## src/rtl/alu_issue_ctrl.sv

```systemverilog
// alu_issue_ctrl
//   Command front-end for a combinational ALU (add, sub, mul, shift, div).
//   Tagged commands enter through a small FIFO. Each legal command is driven
//   onto registered ALU select/operand lines. After SETTLE_CYCLES edges the ALU
//   outputs are captured into a response that is held under valid/ready.
//   Illegal opcodes and divide-by-zero never reach the ALU. They produce an
//   error response directly.
//
// Ports
//   clk, rst_n                 clock, asynchronous active-low reset
//   cmd_valid/cmd_ready        command handshake (ready = FIFO not full)
//   cmd_op/opa/opb/cin/tag     command fields
//   alu_sel/opa/opb/cin/sub    registered drive to the ALU
//   alu_y1/y2/y3/cout/
//   alu_carry_out/alu_m        ALU results, sampled only on the capture edge
//   rsp_valid/rsp_ready        response handshake
//   rsp_lo/hi/flags/tag        response payload, flags = {error, overflow, carry}
module alu_issue_ctrl #(
  parameter int FIFO_DEPTH    = 4,
  parameter int SETTLE_CYCLES = 2
) (
  input  logic        clk,
  input  logic        rst_n,
  input  logic        cmd_valid,
  output logic        cmd_ready,
  input  logic [2:0]  cmd_op,
  input  logic [15:0] cmd_opa,
  input  logic [15:0] cmd_opb,
  input  logic        cmd_cin,
  input  logic [3:0]  cmd_tag,
  output logic [2:0]  alu_sel,
  output logic [15:0] alu_opa,
  output logic [15:0] alu_opb,
  output logic        alu_cin,
  output logic        alu_sub,
  input  logic [15:0] alu_y1,
  input  logic [31:0] alu_y2,
  input  logic [15:0] alu_y3,
  input  logic        alu_cout,
  input  logic        alu_carry_out,
  input  logic        alu_m,
  output logic        rsp_valid,
  input  logic        rsp_ready,
  output logic [15:0] rsp_lo,
  output logic [15:0] rsp_hi,
  output logic [2:0]  rsp_flags,
  output logic [3:0]  rsp_tag
);

  localparam int PTR_W = (FIFO_DEPTH > 1) ? $clog2(FIFO_DEPTH) : 1;
  localparam int CNT_W = PTR_W + 1;
  localparam int SET_W = $clog2(SETTLE_CYCLES + 1);

  localparam logic [CNT_W-1:0] FULL_CNT    = CNT_W'(FIFO_DEPTH);
  localparam logic [SET_W-1:0] SETTLE_LOAD = SET_W'(SETTLE_CYCLES);

  localparam logic [2:0] OP_ADD = 3'd0;
  localparam logic [2:0] OP_SUB = 3'd1;
  localparam logic [2:0] OP_MUL = 3'd2;
  localparam logic [2:0] OP_SHF = 3'd3;
  localparam logic [2:0] OP_DIV = 3'd4;

  typedef enum logic [1:0] {IDLE, SETTLE, RESP} state_t;

  state_t state, state_nxt;

  logic [2:0]  fifo_op  [FIFO_DEPTH];
  logic [15:0] fifo_opa [FIFO_DEPTH];
  logic [15:0] fifo_opb [FIFO_DEPTH];
  logic        fifo_cin [FIFO_DEPTH];
  logic [3:0]  fifo_tag [FIFO_DEPTH];

  logic [PTR_W-1:0] wr_ptr, rd_ptr;
  logic [CNT_W-1:0] count;
  logic [SET_W-1:0] settle_cnt;
  logic [3:0]       cur_tag;

  logic        push, pop, issue_slot, fifo_nempty;
  logic        load_alu, load_err, capture, rsp_done;
  logic [2:0]  head_op;
  logic [15:0] head_opa, head_opb;
  logic        head_cin;
  logic [3:0]  head_tag;
  logic        head_div0, head_err;

  // Maps the ALU outputs for the selected operation onto {flags, hi, lo}.
  function automatic logic [34:0] map_rsp(
    input logic [2:0]  sel,
    input logic [15:0] y1,
    input logic [31:0] y2,
    input logic [15:0] y3,
    input logic        cout,
    input logic        carry,
    input logic        ovf
  );
    logic [34:0] r;
    r = '0;
    unique case (sel)
      OP_ADD:  r = {2'b00, cout, 16'h0000, y1};
      OP_SUB:  r = {1'b0, ovf, carry, 16'h0000, y1};
      OP_MUL:  r = {3'b000, y2};
      OP_SHF:  r = {3'b000, y3, y1};
      OP_DIV:  r = {3'b000, y3, y1};
      default: r = {3'b100, 32'h0000_0000};
    endcase
    return r;
  endfunction

  assign cmd_ready   = (count != FULL_CNT);
  assign push        = cmd_valid && cmd_ready;
  assign fifo_nempty = (count != '0);

  assign head_op   = fifo_op[rd_ptr];
  assign head_opa  = fifo_opa[rd_ptr];
  assign head_opb  = fifo_opb[rd_ptr];
  assign head_cin  = fifo_cin[rd_ptr];
  assign head_tag  = fifo_tag[rd_ptr];
  assign head_div0 = (head_op == OP_DIV) && (head_opb == 16'h0000);
  assign head_err  = (head_op > OP_DIV) || head_div0;

  // A new command may start from IDLE, or on the edge that retires the
  // current response (back-to-back issue without passing through IDLE).
  always_comb begin
    state_nxt  = state;
    issue_slot = 1'b0;
    capture    = 1'b0;
    rsp_done   = 1'b0;
    unique case (state)
      IDLE: begin
        issue_slot = 1'b1;
      end
      SETTLE: begin
        if (settle_cnt == SET_W'(1)) begin
          capture   = 1'b1;
          state_nxt = RESP;
        end
      end
      RESP: begin
        if (rsp_ready) begin
          rsp_done   = 1'b1;
          issue_slot = 1'b1;
          state_nxt  = IDLE;
        end
      end
      default: state_nxt = IDLE;
    endcase
    pop      = issue_slot && fifo_nempty;
    load_err = pop && head_err;
    load_alu = pop && !head_err;
    if (load_err) begin
      state_nxt = RESP;
    end else if (load_alu) begin
      state_nxt = SETTLE;
    end
  end

  // Stage 0: FIFO storage and control state
  always_ff @(posedge clk) begin
    if (push) begin
      fifo_op[wr_ptr]  <= cmd_op;
      fifo_opa[wr_ptr] <= cmd_opa;
      fifo_opb[wr_ptr] <= cmd_opb;
      fifo_cin[wr_ptr] <= cmd_cin;
      fifo_tag[wr_ptr] <= cmd_tag;
    end
  end

  always_ff @(posedge clk or negedge rst_n) begin
    if (!rst_n) begin
      state      <= IDLE;
      wr_ptr     <= '0;
      rd_ptr     <= '0;
      count      <= '0;
      settle_cnt <= '0;
    end else begin
      state <= state_nxt;
      if (push) wr_ptr <= wr_ptr + PTR_W'(1);
      if (pop)  rd_ptr <= rd_ptr + PTR_W'(1);
      case ({push, pop})
        2'b10:   count <= count + CNT_W'(1);
        2'b01:   count <= count - CNT_W'(1);
        default: ;
      endcase
      if (load_alu) begin
        settle_cnt <= SETTLE_LOAD;
      end else if (state == SETTLE) begin
        settle_cnt <= settle_cnt - SET_W'(1);
      end
    end
  end

  // Stage 1: ALU drive registers, held between commands
  always_ff @(posedge clk or negedge rst_n) begin
    if (!rst_n) begin
      alu_sel <= 3'b000;
      alu_opa <= '0;
      alu_opb <= '0;
      alu_cin <= 1'b0;
      alu_sub <= 1'b0;
    end else if (load_alu) begin
      alu_sel <= head_op;
      alu_opa <= head_opa;
      alu_opb <= head_opb;
      alu_cin <= head_cin;
      alu_sub <= (head_op == OP_SUB);
    end
  end

  always_ff @(posedge clk) begin
    if (load_alu) cur_tag <= head_tag;
  end

  // Stage 2: response capture (ALU sample or screened error)
  always_ff @(posedge clk or negedge rst_n) begin
    if (!rst_n) begin
      rsp_valid <= 1'b0;
      rsp_lo    <= '0;
      rsp_hi    <= '0;
      rsp_flags <= '0;
      rsp_tag   <= '0;
    end else begin
      if (rsp_done) rsp_valid <= 1'b0;
      if (load_err) begin
        rsp_valid <= 1'b1;
        rsp_lo    <= head_div0 ? 16'hFFFF : 16'h0000;
        rsp_hi    <= head_div0 ? head_opa : 16'h0000;
        rsp_flags <= 3'b100;
        rsp_tag   <= head_tag;
      end else if (capture) begin
        rsp_valid <= 1'b1;
        {rsp_flags, rsp_hi, rsp_lo} <= map_rsp(alu_sel, alu_y1, alu_y2, alu_y3,
                                               alu_cout, alu_carry_out, alu_m);
        rsp_tag   <= cur_tag;
      end
    end
  end

endmodule

```

## config.mk

```make
export PLATFORM = sky130hd
export DESIGN_NAME = alu_issue_ctrl
export DESIGN_NICKNAME = d
export VERILOG_FILES = /design/src/rtl/alu_issue_ctrl.sv
export SDC_FILE = /design/constraint.sdc
export NUM_CORES = 1
export LEC_CHECK = 0
export CORE_MARGIN = 10
export CORE_UTILIZATION = 40
export DETAILED_ROUTE_END_ITERATION = 10
export SYNTH_ARGS = -nofsm -noshare
export SYNTH_HDL_FRONTEND = slang
export SYNTH_SLANG_ARGS = --single-unit
```

## constraint.sdc

```tcl
create_clock -name clk -period 4.3 [get_ports clk]
set_input_delay 1.075 -clock clk [delete_from_list [all_inputs] [get_ports clk]]
set_output_delay 1.075 -clock clk [all_outputs]
set_load 0.03 [all_outputs]
```

==> flow_metrics.tcl, run 1 <==
set metrics [dict create \
    status "finished clean" \
    synth_top_area_share_pct 43.3 \
    htreeDepth 1 \
    p_total_mw 11.7 \
    period_share_pct 73.2 \
    setup_ws_ns 1.15 \
    drv_slew 0 \
    wl_per_cell_um 22.5 \
    cts_buffer_depth 3 \
    cts_tree "done" \
    synth-seq-cells 252 \
    avgSynthCellArea_um2 13.3 \
    final_area_um2 14600 \
    root_buffer "clkbuf_16" \
    combPwrFrac_pct 45.7 \
    portBuffers 188 \
    cp_top_family "flip-flops" \
    drt-pass1-iter-count 5 \
    cts_resized 0 \
    seq_power_share_pct 33.5 \
    crit_chain "mux4_2, nor4_1, nand4_1, buf_4, a21oi_1, nor2_1" \
    clkTransAtPathRegs_ns 0.07 \
    gp_congestion 0.793 \
    placed_cells 1368 \
    core_um2 27900 \
    die-height_um 189 \
    yosysWarnings 0 \
    vias 7980 \
    postRouteAntennaNets 0 \
    tightestPinTransition_ns 1.21 \
    cp_slowest_cell "dfrtp_2" \
    num_rows 61 \
    critPathLaunchType "flip-flop" \
    post-place-ws_ns 1.11 \
    routed_wirelength_mm 31.8 \
    worstHoldStart "rsp_flags[2]$_DFFE_PN0P_" \
    start_util_pct 40.7 \
    powerDensity_nw_per_um2 798 \
    p_sw_mw 4.62 \
    worstHoldEndpoint "rsp_flags[2]$_DFFE_PN0P_" \
    vdd_drop_max_v 0.000347 \
    fmax_ghz 0.318 \
    grt_antenna_before_repair 3 \
    grt-ovfl-total 0 \
    drive_above_1_share_pct 14.5 \
    viasPerCell 5.63 \
    die_area_um2 35600 \
    grt_pass1_vias 8183 \
    dp.final_hpwl_mm 21.3 \
    cp_max_fo 52 \
    hold_path_depth 2 \
    final_cell_mix "187 x clkdlybuf4s50_1, 164 x edfxtp_1, 86 x dfrtp_1" \
    holdWs_ns 0.494 \
    r2r_end "cur_tag[1]$_DFFE_PP_" \
    ys_types 47 \
    clock_sinks 252 \
    synth-main-ff-cell "edfxtp_1" \
    synth_edf_count 164 \
    setup_tns_ns 0 \
    critPathKind "flip-flop to flip-flop" \
    reg2reg_slack_ns 1.15 \
    die_w_um 189 \
    reg2reg_depth 6 \
    cp.buffers_inverters 1 \
    clock_latency_ns 0.53 \
    setup_viol 0 \
    ys_async_sr_fraction_pct 34.9 \
    p_sw_share_pct 39.7 \
    yosys.area.top_type "edfxtp_1" \
    maxSlewHeadroom_pct 19.2 \
    endpoint_kind "flip-flop" \
    fin_util_pct 52.2 \
    period_minus_slack_ns 3.15 \
    final_cells 1417 \
    drc 0 \
    io_pins 189 \
    fin_skew_ns 0.00948 \
    cap_violations 0 \
    min_path_type "flip-flop to flip-flop" \
    r2r-start "rd_ptr[0]$_DFFE_PN0P_" \
    track_usage_pct 17.4 \
    grt_pass1_wl_mm 49.7 \
    synth.area.top_cells "edfxtp_1 43%, dfrtp_1 19%, mux4_2 7.9%, o211ai_1 3.4%, a21oi_1 3.1%" \
    finalNetCount 1136 \
    ctsHoldBuffers 0 \
    leakagePower_nw 5.22 \
    synth_fp_nets 974 \
    rsz0062_at_grt "false" \
    final_common_cell "clkdlybuf4s50_1" \
    report.final.hold_viol_count 0 \
    syn_to_final_growth_pct 28.3 \
    grt_max_degree 71 \
    synth_area_um2 11400 \
    cp_slowest_stage_delay_ns 0.77 \
    cts-buffers-inserted 26 \
    internal_power_mw 7.03 \
    netlist_instances 856 \
    placed_area_um2 13700 \
    post-cts-setup-buffer-count 0 \
    clockPowerShare_pct 20.8 \
    required_ns 4.55 \
    drt_iter0_drc 580 \
    ys_seq_area_share_pct 62.7 \
    cp.arrival_ns 3.39 \
]
## power groups by stage
stage          combinational (mW)  clock (mW)  sequential, mW
5_1_grt                      5.78        2.57            3.99
3_5_place_dp                 5.34           0            3.97
3_3_place_gp                 5.29           0            3.94
2_1_floorplan                2.99           0            4.36
4_1_cts                      5.35        2.48            3.92
6_report                     5.32        2.43            3.90
## per-layer routing
metal  routed length [µm]  part of all wire, %  vias up  GRT usage [%]
li1                     -                    -     3683              -
met1                14400                   45     3937           24.2
met2                14400                   45      313           27.0
met3                 2460                  7.7       43           4.10
met4                  541                  1.7        4           4.06
met5                   21                0.066        -              0
## flip-flops by register name, indices dropped and copies added, names as in the netlist, 3 cells and up
name and cells:
rsp_lo 16, rsp_hi 16, fifo_opb 64, fifo_opa 64, alu_opb 16, fifo_op 12, alu_opa 16, cur_tag 4
fifo_cin 4, alu_sel 3, rsp_tag 4, rsp_flags 3, fifo_tag 16, count 3
## cells in the mapped netlist, drive strengths merged (16+ instances only)
cell / instances
a21oi: 70
a221oi: 16
a22oi: 34
and3: 37
buf: 25
clkbuf: 54
dfrtp: 88
edfxtp: 164
mux2: 20
mux4: 40
nand2: 35
nand3: 37
nand4: 49
nor2: 60
o211ai: 51
o21ai: 21
## how the worst max path moves through the flow
| stage | depth (start not counted) | end | startpoint |
|---|---|---|---|
| detailed placement | 9 | rsp_lo[5]$_DFFE_PN0P_ | rsp_ready |
| global route | 6 | cur_tag[1]$_DFFE_PP_ | rd_ptr[0]$_DFFE_PN0P_ |
| floorplan | 11 | count[2]$_DFFE_PN0P_ | rsp_ready |
| finish | 6 | cur_tag[1]$_DFFE_PP_ | rd_ptr[0]$_DFFE_PN0P_ |
| CTS | 6 | rsp_hi[15]$_DFFE_PN0P_ | rd_ptr[0]$_DFFE_PN0P_ |
| global placement | 9 | rsp_lo[2]$_DFFE_PN0P_ | rsp_ready |
## final cells by class
| type | count | area (µm²) |
|---|---|---|
| repair buffers | 213 | 2120 |
| inverters | 13 | 48.8 |
| well taps | 378 | 473 |
| flip-flops and latches | 252 | 7130 |
| clock inverters | 19 | 249 |
| diodes | 1 | 2.50 |
| clock buffers | 29 | 683 |
| fillers | 2380 | 13300 |
| multi-input cells | 512 | 3890 |
## tightest hold or removal path, delay by kind of cell, from the launching register on
family,cells,cell delay (ns)
flops,1,0.34
simple gates,2,0.12
## logic make-up (layout without fill, tap and decap cells)
logic type	count (synthesis)	in the layout	share of synthesized area [%]
muxes	64	64	10.3
other	0	1	0
and+or+nand+nor	236	236	10.7
adders and majority gates	7	7	0.836
xor gates and xnor gates	7	7	0.539
buffers and inverters	92	274	3.38
AOI/OAI and AO/OA	198	198	11.7
DFF	252	252	62.7
No activity file was read; power rests on OpenSTA's default activity.
==> run 2: changes to the inputs <==
clock period = 2.9 ns   (was 4.3 ns; I/O delays follow)
==> run 2 against run 1 <==
Net effect: non-clock buffer count is 11 higher; register-to-register slack worse by 0.94 ns; first-iteration DRC count grew 3.8%; sequential share of layout area is 0.51 points lower; largest power group unchanged.
==> flow_metrics.tcl, run 2 (synthesized netlist as in run 1, its figures left out) <==
set metrics [dict create \
    status "finished clean" \
    drt-pass1-iter-count 5 \
    clock_latency_ns 0.53 \
    fmax_ghz 0.372 \
    cts-buffers-inserted 26 \
    critPathLaunchType "flip-flop" \
    setup_tns_ns 0 \
    setup_viol 0 \
    dp.final_hpwl_mm 21.4 \
    report.final.hold_viol_count 0 \
    cp_top_family "simple AND/OR/NAND/NOR gates" \
    endpoint_kind "flip-flop" \
    p_total_mw 17.4 \
    crit_path_frequent_cell "buf_12" \
    final_cells 1429 \
    cp.arrival_ns 3.14 \
    postRouteAntennaNets 0 \
    period_share_pct 92.7 \
    grt-ovfl-total 0 \
    required_ns 3.35 \
    final_area_um2 14700 \
    placed_area_um2 13900 \
    io_pins 189 \
    period_minus_slack_ns 2.69 \
    syn_to_final_growth_pct 29.7 \
    routed_wirelength_mm 31.9 \
    track_usage_pct 17.4 \
    rsz0062_at_grt "false" \
    root_buffer "clkbuf_16" \
    cts_tree "done" \
    drive_above_1_share_pct 15.5 \
    portBuffers 188 \
    cap_violations 0 \
    post-cts-setup-buffer-count 0 \
    placed_cells 1379 \
    drt_iter0_drc 602 \
    largestRegisters "fifo_opa x64, fifo_opb x64" \
    die-height_um 189 \
    ctsHoldBuffers 0 \
    cp_slowest_cell "mux4_2" \
    final_cell_mix "186 x clkdlybuf4s50_1, 164 x edfxtp_1, 86 x dfrtp_1" \
    leakagePower_nw 5.27 \
    cts_buffer_depth 3 \
    clock_sinks 252 \
    start_util_pct 40.7 \
    min_path_type "primary input to async pin" \
    grt_max_degree 70 \
    grt_pass1_vias 8212 \
    die_area_um2 35600 \
    grt_antenna_before_repair 4 \
    clkTransAtPathRegs_ns 0.06 \
    finalNetCount 1147 \
    viasPerCell 5.59 \
    fillers 2363 \
    tightestPinTransition_ns 1.12 \
    grt_pass1_wl_mm 49.8 \
    wl_per_cell_um 22.3 \
    crit_chain "buf_12, mux4_2, nor4_2, and4_2, buf_12, nand2_2, a21oi_1" \
    htreeDepth 1 \
    cp.buffers_inverters 2 \
    gp_congestion 0.826 \
    fin_skew_ns 0.0138 \
    critPathKind "flip-flop to flip-flop" \
    vias 7993 \
    drv_slew 0 \
    die_w_um 189 \
    maxSlewHeadroom_pct 25.1 \
    cp_max_fo 35 \
    powerDensity_nw_per_um2 1180 \
    drc 0 \
    final_common_cell "clkdlybuf4s50_1" \
    vdd_drop_max_v 0.000628 \
    num_rows 61 \
    cp_slowest_stage_delay_ns 0.58 \
    holdWs_ns 0.204 \
    core_um2 27900 \
]
## run 2: timing repair
item | in CTS | in global routing
gates resized for setup | 0 | 1
endpoints found under the setup margin | 0 | 1
hold endpoints to repair | 0 | 0
## run 2: where the power goes
group	internal [mW]	leakage (nW)	switching [mW]
clock network	2.06	0.418	1.37
logic	3.39	2.30	4.91
registers	5.01	2.55	0.629
## run 2: layout make-up
type	count	area (µm²)	area share, %
sequential	252	7130	48.3
antenna	2	5.00	0.0339
multi-input combinational	512	3900	26.4
tap	378	473	3.21
clock inverter	18	199	1.35
clock buffer	30	687	4.66
inverter	13	48.8	0.331
timing repair buffer	224	2310	15.7
## run 2: per-stage QoR
step / util [%] / setup WS, ns
5_1_grt: 52.8 / 0.0226
3_5_place_dp: 49.6 / 0.198
4_1_cts: 52.8 / 0.204
2_1_floorplan: - / 0.109
6_report: 52.8 / 0.211
3_3_place_gp: 49.6 / 0.242
## run 2: routing by layer
metal  GRT usage, %  share of wire, %
met2           26.6                45
met1           24.4                46
met3           4.69               7.6
met4           3.79               1.5
met5              0             0.097
## run 2: worst paths after layout
kind	from	end	slack, ns	cells past startpoint
setup / recovery	rd_ptr[0]$_DFFE_PN0P_	rsp_lo[12]$_DFFE_PN0P_	0.21	7
hold / removal	rst_n	rsp_hi[4]$_DFFE_PN0P_	0.20	1
setup reg to reg	rd_ptr[0]$_DFFE_PN0P_	rsp_lo[12]$_DFFE_PN0P_	0.21	7
hold reg to reg	count[2]$_DFFE_PN0P_	count[2]$_DFFE_PN0P_	0.50	1
max in group asynchronous	rst_n	alu_opb[6]$_DFFE_PN0P_	1.99	2
min in group clk	count[2]$_DFFE_PN0P_	count[2]$_DFFE_PN0P_	0.50	1
